### config.mk
export PLATFORM = sky130hd
export DESIGN_NAME = gemm_cmd_dispatcher
export DESIGN_NICKNAME = d
export VERILOG_FILES = /design/src/rtl/gemm_cmd_pkg.sv /design/src/rtl/gemm_cmd_fifo.sv /design/src/rtl/gemm_cmd_dispatcher.sv
export SDC_FILE = /design/constraint.sdc
export NUM_CORES = 1
export LEC_CHECK = 0
export CORE_AREA = 2 2 248 372
export DETAILED_ROUTE_END_ITERATION = 16
export DIE_AREA = 0 0 250 374
export HOLD_SLACK_MARGIN = 0.02
export PLACE_DENSITY_LB_ADDON = 0.05
export REMOVE_ABC_BUFFERS = 1
export SETUP_SLACK_MARGIN = 0.3
export SLEW_MARGIN = 0
export SYNTH_ARGS = -nofsm -noshare
export SYNTH_HDL_FRONTEND = slang
export SYNTH_SLANG_ARGS = --single-unit
### constraint.sdc
create_clock -name i_clk -period 18.6 [get_ports i_clk]
set_clock_uncertainty 0.05 [all_clocks]
set_input_delay 2.79 -clock i_clk [delete_from_list [all_inputs] [get_ports i_clk]]
set_output_delay 2.79 -clock i_clk [all_outputs]
set_load 0.01 [all_outputs]
### src/rtl/gemm_cmd_pkg.sv
// Shared types and defaults for the GEMM command dispatch path.
// State encodings are fixed so existing CSR debug decoders keep working.
package gemm_cmd_pkg;

    localparam int unsigned CMD_WIDTH_DEF = 32;
    localparam int unsigned NUM_WORDS_DEF = 4;

    localparam logic [1:0] ST_IDLE        = 2'd0;
    localparam logic [1:0] ST_ISSUE       = 2'd1;
    localparam logic [1:0] ST_WAIT_CREDIT = 2'd2;

    typedef enum logic [1:0] {
        IDLE        = ST_IDLE,
        ISSUE       = ST_ISSUE,
        WAIT_CREDIT = ST_WAIT_CREDIT
    } dispatch_state_t;

    typedef logic [NUM_WORDS_DEF-1:0][CMD_WIDTH_DEF-1:0] cmd_t;

endpackage

### src/rtl/gemm_cmd_fifo.sv
// Synchronous command FIFO with registered read-on-pop; a push is accepted
// while full when a pop frees the slot in the same cycle.
module gemm_cmd_fifo
    import gemm_cmd_pkg::*;
#(
    parameter int unsigned WIDTH = CMD_WIDTH_DEF * NUM_WORDS_DEF,
    parameter int unsigned DEPTH = 8
) (
    input  logic                       i_clk,
    input  logic                       i_reset_n,
    input  logic                       push_i,
    input  logic [WIDTH-1:0]           wdata_i,
    input  logic                       pop_i,
    input  logic                       flush_i,
    output logic [WIDTH-1:0]           rdata_o,
    output logic                       full_o,
    output logic                       empty_o,
    output logic [$clog2(DEPTH):0]     count_o
);

    localparam int unsigned AW = $clog2(DEPTH);
    localparam logic [AW:0] FULL_CNT = (AW+1)'(DEPTH);

    logic [WIDTH-1:0] mem_q [DEPTH];
    logic [AW-1:0]    wr_ptr_q, wr_ptr_d;
    logic [AW-1:0]    rd_ptr_q, rd_ptr_d;
    logic [AW:0]      count_q, count_d;
    logic [WIDTH-1:0] rdata_q, rdata_d;
    logic             do_push;
    logic             do_pop;

    assign do_pop  = pop_i && (count_q != '0) && !flush_i;
    assign do_push = push_i && !flush_i && ((count_q != FULL_CNT) || do_pop);

    always_comb begin
        wr_ptr_d = wr_ptr_q;
        rd_ptr_d = rd_ptr_q;
        count_d  = count_q;
        rdata_d  = rdata_q;
        if (flush_i) begin
            wr_ptr_d = '0;
            rd_ptr_d = '0;
            count_d  = '0;
        end else begin
            if (do_push) begin
                wr_ptr_d = wr_ptr_q + 1'b1;
            end
            if (do_pop) begin
                rd_ptr_d = rd_ptr_q + 1'b1;
                rdata_d  = mem_q[rd_ptr_q];
            end
            case ({do_push, do_pop})
                2'b10:   count_d = count_q + 1'b1;
                2'b01:   count_d = count_q - 1'b1;
                default: count_d = count_q;
            endcase
        end
    end

    always_ff @(posedge i_clk) begin
        if (!i_reset_n) begin
            wr_ptr_q <= '0;
            rd_ptr_q <= '0;
            count_q  <= '0;
            rdata_q  <= '0;
        end else begin
            wr_ptr_q <= wr_ptr_d;
            rd_ptr_q <= rd_ptr_d;
            count_q  <= count_d;
            rdata_q  <= rdata_d;
        end
    end

    // Storage is not reset; only slots behind valid pointers are ever read.
    always_ff @(posedge i_clk) begin
        if (do_push) begin
            mem_q[wr_ptr_q] <= wdata_i;
        end
    end

    assign rdata_o = rdata_q;
    assign full_o  = (count_q == FULL_CNT);
    assign empty_o = (count_q == '0);
    assign count_o = count_q;

endmodule

### src/rtl/gemm_cmd_dispatcher.sv
// Queues CSR command snapshots and issues them to the GEMM engine with an
// in-flight credit limit; exposes submit/done counters and sticky errors.
module gemm_cmd_dispatcher
    import gemm_cmd_pkg::*;
#(
    parameter int unsigned CMD_WIDTH    = CMD_WIDTH_DEF,
    parameter int unsigned NUM_WORDS    = NUM_WORDS_DEF,
    parameter int unsigned FIFO_DEPTH   = 8,
    parameter int unsigned MAX_INFLIGHT = 2
) (
    input  logic                            i_clk,
    input  logic                            i_reset_n,
    input  logic                            i_submit_pulse,
    input  logic [NUM_WORDS*CMD_WIDTH-1:0]  i_cmd_words,
    input  logic                            i_flush,
    output logic                            o_cmd_valid,
    input  logic                            i_cmd_ready,
    output logic [NUM_WORDS*CMD_WIDTH-1:0]  o_cmd_data,
    input  logic                            i_cmd_done,
    output logic [$clog2(FIFO_DEPTH):0]     o_fifo_count,
    output logic [3:0]                      o_inflight,
    output logic [15:0]                     o_submit_count,
    output logic [15:0]                     o_done_count,
    output logic                            o_overflow,
    output logic                            o_done_err,
    output logic                            o_busy
);

    localparam int unsigned DW      = NUM_WORDS * CMD_WIDTH;
    localparam logic [3:0]  MAX_INF = 4'(MAX_INFLIGHT);

    dispatch_state_t state_q, state_d;
    logic            valid_q, valid_d;
    logic [3:0]      inflight_q, inflight_d;
    logic [15:0]     sub_cnt_q, sub_cnt_d;
    logic [15:0]     done_cnt_q, done_cnt_d;
    logic            ovf_q, ovf_d;
    logic            derr_q, derr_d;

    logic                        fifo_full;
    logic                        fifo_empty;
    logic [$clog2(FIFO_DEPTH):0] fifo_count;
    logic [DW-1:0]               fifo_rdata;
    logic                        pop;
    logic                        push_ok;
    logic                        credit_ok;
    logic                        handshake;
    logic                        done_ok;

    assign credit_ok = (inflight_q < MAX_INF);
    assign handshake = valid_q && i_cmd_ready;
    assign done_ok   = i_cmd_done && (inflight_q != '0);
    // A full FIFO still accepts a submit when the FSM pops in the same cycle.
    assign push_ok   = i_submit_pulse && !i_flush && (!fifo_full || pop);

    gemm_cmd_fifo #(
        .WIDTH (DW),
        .DEPTH (FIFO_DEPTH)
    ) u_fifo (
        .i_clk     (i_clk),
        .i_reset_n (i_reset_n),
        .push_i    (push_ok),
        .wdata_i   (i_cmd_words),
        .pop_i     (pop),
        .flush_i   (i_flush),
        .rdata_o   (fifo_rdata),
        .full_o    (fifo_full),
        .empty_o   (fifo_empty),
        .count_o   (fifo_count)
    );

    always_comb begin
        state_d = state_q;
        pop     = 1'b0;
        case (state_q)
            IDLE: begin
                if (!fifo_empty && !i_flush) begin
                    if (credit_ok) begin
                        pop     = 1'b1;
                        state_d = ISSUE;
                    end else begin
                        state_d = WAIT_CREDIT;
                    end
                end
            end
            WAIT_CREDIT: begin
                if (i_flush || fifo_empty) begin
                    state_d = IDLE;
                end else if (credit_ok) begin
                    pop     = 1'b1;
                    state_d = ISSUE;
                end
            end
            ISSUE: begin
                if (i_cmd_ready) begin
                    state_d = IDLE;
                end
            end
            default: state_d = IDLE;
        endcase
    end

    always_comb begin
        valid_d    = (state_d == ISSUE);
        inflight_d = inflight_q;
        case ({handshake, done_ok})
            2'b10:   inflight_d = inflight_q + 4'd1;
            2'b01:   inflight_d = inflight_q - 4'd1;
            default: inflight_d = inflight_q;
        endcase
        // Submits coincident with a flush are discarded but still counted.
        sub_cnt_d  = sub_cnt_q;
        if (i_submit_pulse && (i_flush || push_ok)) begin
            sub_cnt_d = sub_cnt_q + 16'd1;
        end
        done_cnt_d = done_cnt_q;
        if (done_ok) begin
            done_cnt_d = done_cnt_q + 16'd1;
        end
        ovf_d  = ovf_q  | (i_submit_pulse && !i_flush && !push_ok);
        derr_d = derr_q | (i_cmd_done && (inflight_q == '0));
    end

    always_ff @(posedge i_clk) begin
        if (!i_reset_n) begin
            state_q    <= IDLE;
            valid_q    <= 1'b0;
            inflight_q <= '0;
            sub_cnt_q  <= '0;
            done_cnt_q <= '0;
            ovf_q      <= 1'b0;
            derr_q     <= 1'b0;
        end else begin
            state_q    <= state_d;
            valid_q    <= valid_d;
            inflight_q <= inflight_d;
            sub_cnt_q  <= sub_cnt_d;
            done_cnt_q <= done_cnt_d;
            ovf_q      <= ovf_d;
            derr_q     <= derr_d;
        end
    end

    assign o_cmd_valid    = valid_q;
    assign o_cmd_data     = fifo_rdata;
    assign o_fifo_count   = fifo_count;
    assign o_inflight     = inflight_q;
    assign o_submit_count = sub_cnt_q;
    assign o_done_count   = done_cnt_q;
    assign o_overflow     = ovf_q;
    assign o_done_err     = derr_q;
    assign o_busy         = !fifo_empty || valid_q || (inflight_q != '0);

endmodule

# Yosys cells after proc, flatten, opt, wreduce, memory -nomap -nowiden
# Memory sizes are Yosys's and may differ from the RTL's. A register that Yosys moved wholly into a read port is not among the register bits.
# Index checks and enable logic that the tools add are counted.
# word_totals
word_cells,79
inputBits,134
memories,1
output_inout_bits,172
ramBits,1024
romBits,0
latchBits,0
reg_bits,51
# op_classes
mul,0
magnitude_cmp,1
div,0
shifts,0
n_mux,14
n_reduce_logical,32
addsub,8
n_eq_ne,9
n_bitwise,4
# mem_list
memory,depth,word_bits,read_ports,rd_ports_with_merged_regs,write_ports,line_no,text
u_fifo.mem_q,8,128,1,1,1,gemm_cmd_fifo.sv:24,logic [WIDTH-1:0] mem_q [DEPTH];
# ops
operator,count
16-bit by 1-bit adder with 16-bit output (second input constant),2
4-bit one-hot mux with 2 select lines,2
1-bit logical AND,12
2-bit 2-to-1 mux,5
4-bit by 1-bit adder with 4-bit output (second input constant),2
2-bit by 1-bit equality test with 1-bit output (second input constant),4
4-bit logical NOT,2
4-bit nonzero test,2
4-bit by 1-bit subtractor with 4-bit output (second input constant),2
3-bit by 1-bit adder with 3-bit output (second input constant),2
2-bit equality test (second input constant),3
1-bit logical OR,6
2-bit one-hot mux with 3 select lines,1
1-bit logical NOT,5
1-bit 2-to-1 mux,5
4-bit equality test (second input constant),1
4-bit by 2-bit < comparator with 1-bit output (second input constant),1
4-bit != test (second input constant),1
2-bit nonzero test,2
2-bit logical NOT,1
1-bit inverter,2
1-bit OR,2
1-bit one-hot mux with 2 select lines,1
2-bit AND reduction,1
2-bit OR reduction,1

# Longest topological paths before layout
# Gate-level depths: netlist (run 1).
# logic_depth
word_depth,11
ltp_mapped,12
ltp_nobuf,9

# Cells and area by module
# A second synthesis (run 1) with hierarchy kept.
# unflattened
cells_unflattened,2223
hier_area_um2,44362.5
# modules_own_cells
mod,cells_each,seq_area_each_um2,instances,area_each_um2
gemm_cmd_fifo,1999,33512.1,1,42416.9
gemm_cmd_dispatcher,224,820.8,1,1945.6

# Worst setup path before layout (run 1)
# Ideal clock, no wire load.
# synth_timing
path_kind,input-to-reg
from,input port i_flush
to,memory u_fifo.mem_q[0][0] (netlist name) (enable)
t_required_ns,17.778
path_buffers,1
path_stages,5
arrival_ns,12.304
setup_ns,0.772
slack_ns,5.474
cell_sequence,clkbuf_1 > nor2b_1 > o21ai_1 > or2_2 > nor3_1
# synth_via
elab_chain_len,10
word_cells_on_any_way,16
classes_between,mux (5); reduce/logical (11)
# synth_rtl
element,line_no,text
start: declaration,gemm_cmd_dispatcher.sv:15,"input logic i_flush,"
1-bit logical NOT,n/a,
1-bit logical AND,gemm_cmd_dispatcher.sv:77,if (!fifo_empty && !i_flush) begin
1-bit 2-to-1 mux,gemm_cmd_dispatcher.sv:77,
1-bit one-hot mux with 2 select lines,gemm_cmd_dispatcher.sv:75,case (state_q)
1-bit logical OR or 1-bit logical AND (tied branches),"gemm_cmd_dispatcher.sv:54, gemm_cmd_fifo.sv:32",
"1-bit logical AND, on equally long branches","gemm_cmd_dispatcher.sv:54, gemm_cmd_fifo.sv:32",
1-bit logical AND or 1-bit logical OR (tied branches),gemm_cmd_fifo.sv:33,assign do_push = push_i && !flush_i && ((count_q != FULL_CNT) || do_pop);
1-bit logical AND (*),gemm_cmd_fifo.sv:33,
1-bit 2-to-1 mux (*),gemm_cmd_fifo.sv:76,if (do_push) begin
1-bit 2-to-1 mux (not written as such) (*),gemm_cmd_fifo.sv:77,mem_q[wr_ptr_q] <= wdata_i;
end: declaration,gemm_cmd_fifo.sv:24,
# Mark *: on every way between the ends. The rest lies on a longest branch, timed or not.

# Worst setup path after layout (run 1)
# layout_timing
from,input port i_submit_pulse
to,memory u_fifo.mem_q[4][123] (netlist name) (enable)
# layout_via
elab_chain_len,6
# layout_rtl
element,line_no,text
start: declaration,gemm_cmd_dispatcher.sv:13,"input logic i_submit_pulse,"
1-bit logical AND (2 in series),gemm_cmd_dispatcher.sv:54,assign push_ok = i_submit_pulse && !i_flush && (!fifo_full || pop);
1-bit logical AND (2 in series),gemm_cmd_fifo.sv:33,
1-bit 2-to-1 mux,gemm_cmd_fifo.sv:76,
1-bit 2-to-1 mux (not written as such),gemm_cmd_fifo.sv:77,
# No other way between the ends.

==> out/results.ini, run 1 <==
[clock_network]
postCtsHoldBufs=0
cts_buffers=110
cts_tree=yes
cts.sinks=1203
cts_htree_levels=3
clk_pin_slew_worst_paths_ns=0.06
clock_path_buffers=3
clk_latency_ns=0.70
postCtsSetupRepairBufs=0
cts_resized=0
clockRootBuffer=clkbuf_16

[min_path]
hold_end=o_done_err
hold_class=flop to flop
hold_path_depth=2
min_from=o_done_err

[route]
wl_met2_um=48900
top_layer=met5
drt-met1-wl_um=40500
drc=0
wirelength_um=96900
drt_iter0_drc=1389
avgRoutedWirePerCell_um=25.6
wl_met3_um=5390
first_pass_iters=5
drt.antenna.violating_nets=0
dr_total_vias=21801
vias_per_cell=5.76

[die]
die_h_um=374
top_level_ports=306
die_area_um2=93500
core-area_um2=90200
start_util=0.496
die_w_um=250
row_count=135

[timing]
slew_headroom=0.198
min_period_ns=6.20
fmax_ghz=0.161
whs_ns=0.420
rsz0062_at_grt=no
worst_slew_pin_slew_ns=1.19
drv_slew=0
setup-violations-final=0
timing.final.crit_share=0.333
tns_ns=0
finalHoldViolCount=0

[global_route]
grt-ovfl-total=0
grt_pass1_wl_um=145000
grt_antenna_before_repair=16
grtUsageTotal=0.209
grt_pass1_vias=23002
grt_start_max_net_pins=168

[yosys]
synth_area_per_cell_um2=20.3
synth_cells=2202
synth-seq-cells=1203
synth-compound-area-share=0.0373
yosysSeqAreaShare=0.768
synthMuxAreaShare=0.159
post_synth_fa_ha_maj_area_fraction=0.00369
synth-edff-count=1024
syn-cell-area_um2=44700
synth_top_family_by_area=multiplexers
synthFlopType=edfxtp_1
yosysUniqueCellTypes=51
synth_xor_area_frac=0.00333
yosys.area_share.simple=0.0153
async_reset_ff_frac=0
yosys_warnings=0

[cells_and_area]
syn_to_final_growth_pct=17.7
fin_nets=2668
drive_gt1_frac=0.178

[worst_setup_path]
critPathSlowestCell=buf_4
worst-setup-path-type=input pin to flop
r2r-end=u_fifo.rdata_o[85]
cp.arrival_ns=6.47
reg2reg_from=u_fifo.rd_ptr_q[0]
rrSetupSlack_ns=14.25
reg2reg_depth=6
crit_family=buffers and inverters
cp-start-kind=input pin
cpMostUsedCell=buf_4
slowest_delay_ns=0.71
crit_chain=clkdlybuf4s50_1 > nor2b_1 > o21ai_1 > or2_2 > nor2_4 > buf_4 > buf_4
cp-end-kind=flop
path_max_fanout=39
worstPathRequired_ns=18.87
crit_buf_inv=3

[power_and_ir_drop]
ir_drop_v=0.000104
p_per_area_nw_per_um2=103
p_leak_nw=16.1

[run_status]
outcome=finished clean

[placed_design]
io_buffers=305
hpwl_um=49900
gp_congestion=0.756

[run]
maxCapViolations=0

where the power goes:
part | switching [mW] | internal, mW | leakage (nW)
combinational | 0.0998 | 0.0888 | 3.64
sequential | 0.0159 | 2.95 | 10.7
clock | 0.960 | 1.28 | 1.76
worst min-delay path, stage by stage (launching register included):
cell and delay (ns):
dfxtp_1 0.33, a21oi_1 0.04, nor2_1 0.07
layout by cell type (no fill, tap or decap), drive strengths merged, types with 2 or more instances in the layout:
cell	count
edfxtp	1024
clkdlybuf4s50	304
mux4	256
dfxtp	179
a21oi	154
clkbuf	152
o21ai	139
mux2i	135
nor2	43
clkinv	40
buf	30
nand2	16
inv	14
xor2	12
or3	11
nand3	10
ha	10
o31ai	10
bufinv	9
or4	8
diode	7
nand4	6
nand2b	5
xnor2	5
nor4	5
nor3	5
and4	4
clkinvlp	4
o21a	3
nor4b	3
o211ai	2
o31a	2
and3	2
a21o	2
fa	2
or2	2
o311ai	2
metal layers:
| layer | track usage | up-vias |
|---|---|---|
| li1 | - | 9663 |
| met1 | 0.273 | 11455 |
| met2 | 0.353 | 540 |
| met3 | 0.0428 | 125 |
| met4 | 0.0678 | 18 |
| met5 | 0 | - |
logic make-up after synthesis:
family	Yosys count
compound gates	315
xor+xnor	17
fa+ha+maj	12
buf+inv	138
flops	1203
mux	392
simple gates	125
area by class of cell:
| type | instances | area, um^2 |
|---|---|---|
| tap | 1164 | 1460 |
| multi-input combinational | 861 | 9850 |
| timing repair buffer | 334 | 3360 |
| inverter | 12 | 45.0 |
| clock buffer | 152 | 3080 |
| sequential | 1203 | 34300 |
| clock inverter | 55 | 500 |
| antenna | 7 | 17.5 |
| fill | 6777 | 37500 |
through the flow:
step / area, um^2 / power (mW) / utilization / setup WS [ns] / std cells
final: 52700 / 5.40 / 0.584 / 12.40 / 3788
after global routing: 52600 / 5.57 / 0.584 / 12.18 / 3784
after CTS: 52600 / 5.46 / 0.584 / 12.34 / 3781
after detailed placement: 49100 / 3.22 / 0.544 / 11.61 / 3574
after global placement: 49100 / 3.21 / 0.544 / 11.65 / 3574
after floorplan: 44200 / 3.11 / - / 5.69 / 2076
flip-flops by register name, summed over array words and instances (netlist names):
signal           cells
u_fifo.mem_q      1024
o_done_err           1
o_submit_count      16
o_cmd_valid          1
u_fifo.wr_ptr_q      3
o_done_count        16
u_fifo.count_o       4
u_fifo.rdata_o     128
o_overflow           1
o_inflight           4
u_fifo.rd_ptr_q      3
state_q              2
synthesized netlist by cell type (2+ instances only):
cell type | count | area, um^2
edfxtp_1 | 1024 | 30700
mux4_2 | 256 | 5770
dfxtp_1 | 179 | 3580
a21oi_1 | 154 | 771
mux2i_1 | 135 | 1350
o21ai_0 | 125 | 626
clkbuf_1 | 72 | 270
nor2_1 | 43 | 161
buf_2 | 42 | 210
nand2_1 | 16 | 60.1
o21ai_1 | 14 | 70.1
xor2_1 | 12 | 105
or3_1 | 11 | 68.8
ha_1 | 10 | 125
inv_1 | 10 | 37.5
nand3_1 | 10 | 50.1
o31ai_1 | 9 | 67.6
buf_4 | 7 | 52.6
or4_1 | 7 | 52.6
nand4_1 | 6 | 37.5
nand2b_1 | 5 | 31.3
xnor2_1 | 5 | 43.8
and4_1 | 4 | 35.0
buf_1 | 4 | 15.0
nor3_1 | 4 | 20.0
nor4_1 | 3 | 18.8
nor4b_1 | 3 | 26.3
o21a_1 | 3 | 22.5
a21o_1 | 2 | 15.0
and3_1 | 2 | 12.5
clkinv_1 | 2 | 7.51
fa_1 | 2 | 40.0
o211ai_1 | 2 | 15.0
o31a_1 | 2 | 17.5
worst max path at each step:
stage,from,end,slack (ns),depth (start not counted)
6_report,i_submit_pulse,u_fifo.mem_q[4][123],12.40,7
4_1_cts,i_submit_pulse,u_fifo.mem_q[4][64],12.34,7
5_1_grt,i_flush,u_fifo.mem_q[4][12],12.18,7
3_3_place_gp,i_flush,u_fifo.mem_q[4][81],11.65,7
3_5_place_dp,i_submit_pulse,u_fifo.mem_q[4][62],11.61,7
2_1_floorplan,i_submit_pulse,u_fifo.mem_q[0][0],5.69,4
No activity file was read; power rests on OpenSTA's default activity.
==> run 2: changes to the inputs <==
==> constraint.sdc (replaced) <==
create_clock -name i_clk -period 5 [get_ports i_clk]
set_clock_uncertainty 0.05 [all_clocks]
set_input_delay 0.75 -clock i_clk [delete_from_list [all_inputs] [get_ports i_clk]]
set_output_delay 0.75 -clock i_clk [all_outputs]
set_load 0.01 [all_outputs]
==> run 2 against run 1 <==
  * Clock power rose to 3.8 times the previous value
  * Core utilization rose by 0.49 points
  * Register-to-register slack lost 12 ns
  * Routed wire length barely moved
  * Global-route usage about the same
  * Sequential share of layout area decreased by 0.54 points
  * Setup slack worse by 11 ns
  * Final area up 0.83%
  * First-iteration DRC count fell by 2.6%
  * Combinational power grew to 3.7 times the previous value
  * Die area did not move
  * Cell count increased by 0.40%
  * Highest routed layer unchanged
==> out/results.ini, run 2 (synthesis gave the netlist of run 1 again) <==
[die]
start_util=0.496  ; unchanged
top_level_ports=306  ; unchanged
core-area_um2=90200  ; unchanged
die_w_um=250  ; unchanged
row_count=135  ; unchanged
die_area_um2=93500  ; unchanged
die_h_um=374  ; unchanged

[clock_network]
cts_htree_levels=3  ; unchanged
clk_pin_slew_worst_paths_ns=0.06  ; about the same
cts_resized=0  ; unchanged
cts_buffers=110  ; unchanged
clockRootBuffer=clkbuf_16
postCtsHoldBufs=0  ; unchanged
cts.sinks=1203  ; unchanged
clk_latency_ns=0.70  ; about the same
clock_path_buffers=3  ; unchanged
cts_tree=yes
postCtsSetupRepairBufs=0  ; unchanged

[timing]
whs_ns=0.424  ; +0.00362 ns
timing.final.crit_share=0.642
worst_slew_pin_slew_ns=1.17  ; -0.0234 ns
fmax_ghz=0.311
rsz0062_at_grt=no
tns_ns=0  ; unchanged
fin_ws_ns=1.79  ; -10.62 ns
finalHoldViolCount=0  ; unchanged
slew_headroom=0.220  ; +0.0224
min_period_ns=3.21
setup-violations-final=0  ; unchanged
drv_slew=0  ; unchanged

[cells_and_area]
fin_nets=2681  ; +0.49%
final_common_cell=edfxtp_1
layout_common_cells=edfxtp_1 (1024), clkdlybuf4s50_1 (304), mux4_2 (256)
syn_to_final_growth_pct=18.7
largest_reg_flops=1024  ; unchanged
drive_gt1_frac=0.184  ; +0.00582
largest-register=u_fifo.mem_q

[power_and_ir_drop]
p_per_area_nw_per_um2=382  ; +270%
power_mw=20.3  ; +280%
p_leak_nw=16.3  ; +1.1%
ir_drop_v=0.000311  ; +200%

[placed_design]
place_ws_ns=1.16  ; -10.45 ns
hpwl_um=50900  ; +1.9%
gp_congestion=0.747  ; -1.1%
io_buffers=305  ; unchanged

[route]
first_pass_iters=5  ; unchanged
wl_met3_um=4870  ; -9.6%
drc=0  ; unchanged
vias_per_cell=5.76  ; +0.12%
dr_total_vias=21914  ; +0.52%
drt-met1-wl_um=41500  ; +2.3%
avgRoutedWirePerCell_um=25.5  ; -0.38%
top_layer=met5
drt_iter0_drc=1353  ; -2.6%
wirelength_um=97000  ; about the same
drt.antenna.violating_nets=0  ; unchanged
wl_met2_um=48400  ; -0.91%

[worst_setup_path]
cp.arrival_ns=2.41  ; -4.06 ns
path_max_fanout=6  ; -85%
cp-end-kind=output pin
cp-start-kind=flop
worstPathRequired_ns=4.20  ; -14.67 ns
worst-setup-path-type=flop to output pin

[global_route]
grt_start_max_net_pins=218  ; +30%
grt_antenna_before_repair=18  ; +2
grtUsageTotal=0.210  ; +0.000238
grt-ovfl-total=0  ; unchanged
grt_pass1_wl_um=146000  ; +0.36%
grt_pass1_vias=23156  ; +0.67%

[run]
maxCapViolations=0  ; unchanged

[run_status]
outcome=finished clean

[min_path]
hold_class=flop to flop

[run 2: cell count changes in the layout (fill, tap and decap cells not counted), moves of 2 or more]
| cell | delta |
|---|---|
| buf_12 | +18 |
| buf_4 | -5 |
| clkbuf_1 | +7 |
| clkbuf_2 | +3 |
| clkbuf_8 | +9 |
| clkinv_1 | -10 |
| clkinv_2 | -6 |
| inv_6 | -2 |
[run 2: area by class of cell]
| type | instances | area, um^2 |
|---|---|---|
| diodes | 7 | 17.5 |
| clock buffers | 172 | 3270 |
| clock inverters | 37 | 427 |
| fillers | 6706 | 37100 |
| inverters | 12 | 45.0 |
| multi-input cells | 861 | 9850 |
| flip-flops and latches | 1203 | 34300 |
| well taps | 1164 | 1460 |
| repair buffers | 347 | 3680 |
[run 2: final timing paths]
check	startpoint	endpoint	slack (ns)	depth (start not counted)
max	u_fifo.count_o[0]	o_busy	1.79	3
min	o_done_err	o_done_err	0.42	2
max reg2reg	u_fifo.count_o[0]	u_fifo.count_o[3]	1.87	8
min reg2reg	o_done_err	o_done_err	0.42	2
[run 2: per-layer routing]
metal  vias to the layer above  global-route usage
li1                       9694                   -
met4                        20              0.0650
met5                         -                   0
met1                     11587               0.277
met3                       130              0.0417
met2                       483               0.352
[run 2: where the power goes]
group | leakage (nW) | switching [mW] | internal, mW
clock network | 1.81 | 3.55 | 4.95
logic | 3.76 | 0.369 | 0.337
registers | 10.7 | 0.0618 | 11.0
[run 2: critical path, cell delays in order (launching register included)]
cell and delay, ns:
dfxtp_1 0.38, nor4_2 0.67, nand3b_1 0.16, clkdlybuf4s50_1 0.52
[run 2: through the flow]
step,utilization,cell area (um^2),cells
CTS,0.588,53100,3796
detailed placement,0.547,49400,3587
global route,0.589,53100,3800
floorplan,-,44200,2076
global placement,0.547,49400,3587
finish,0.589,53100,3803
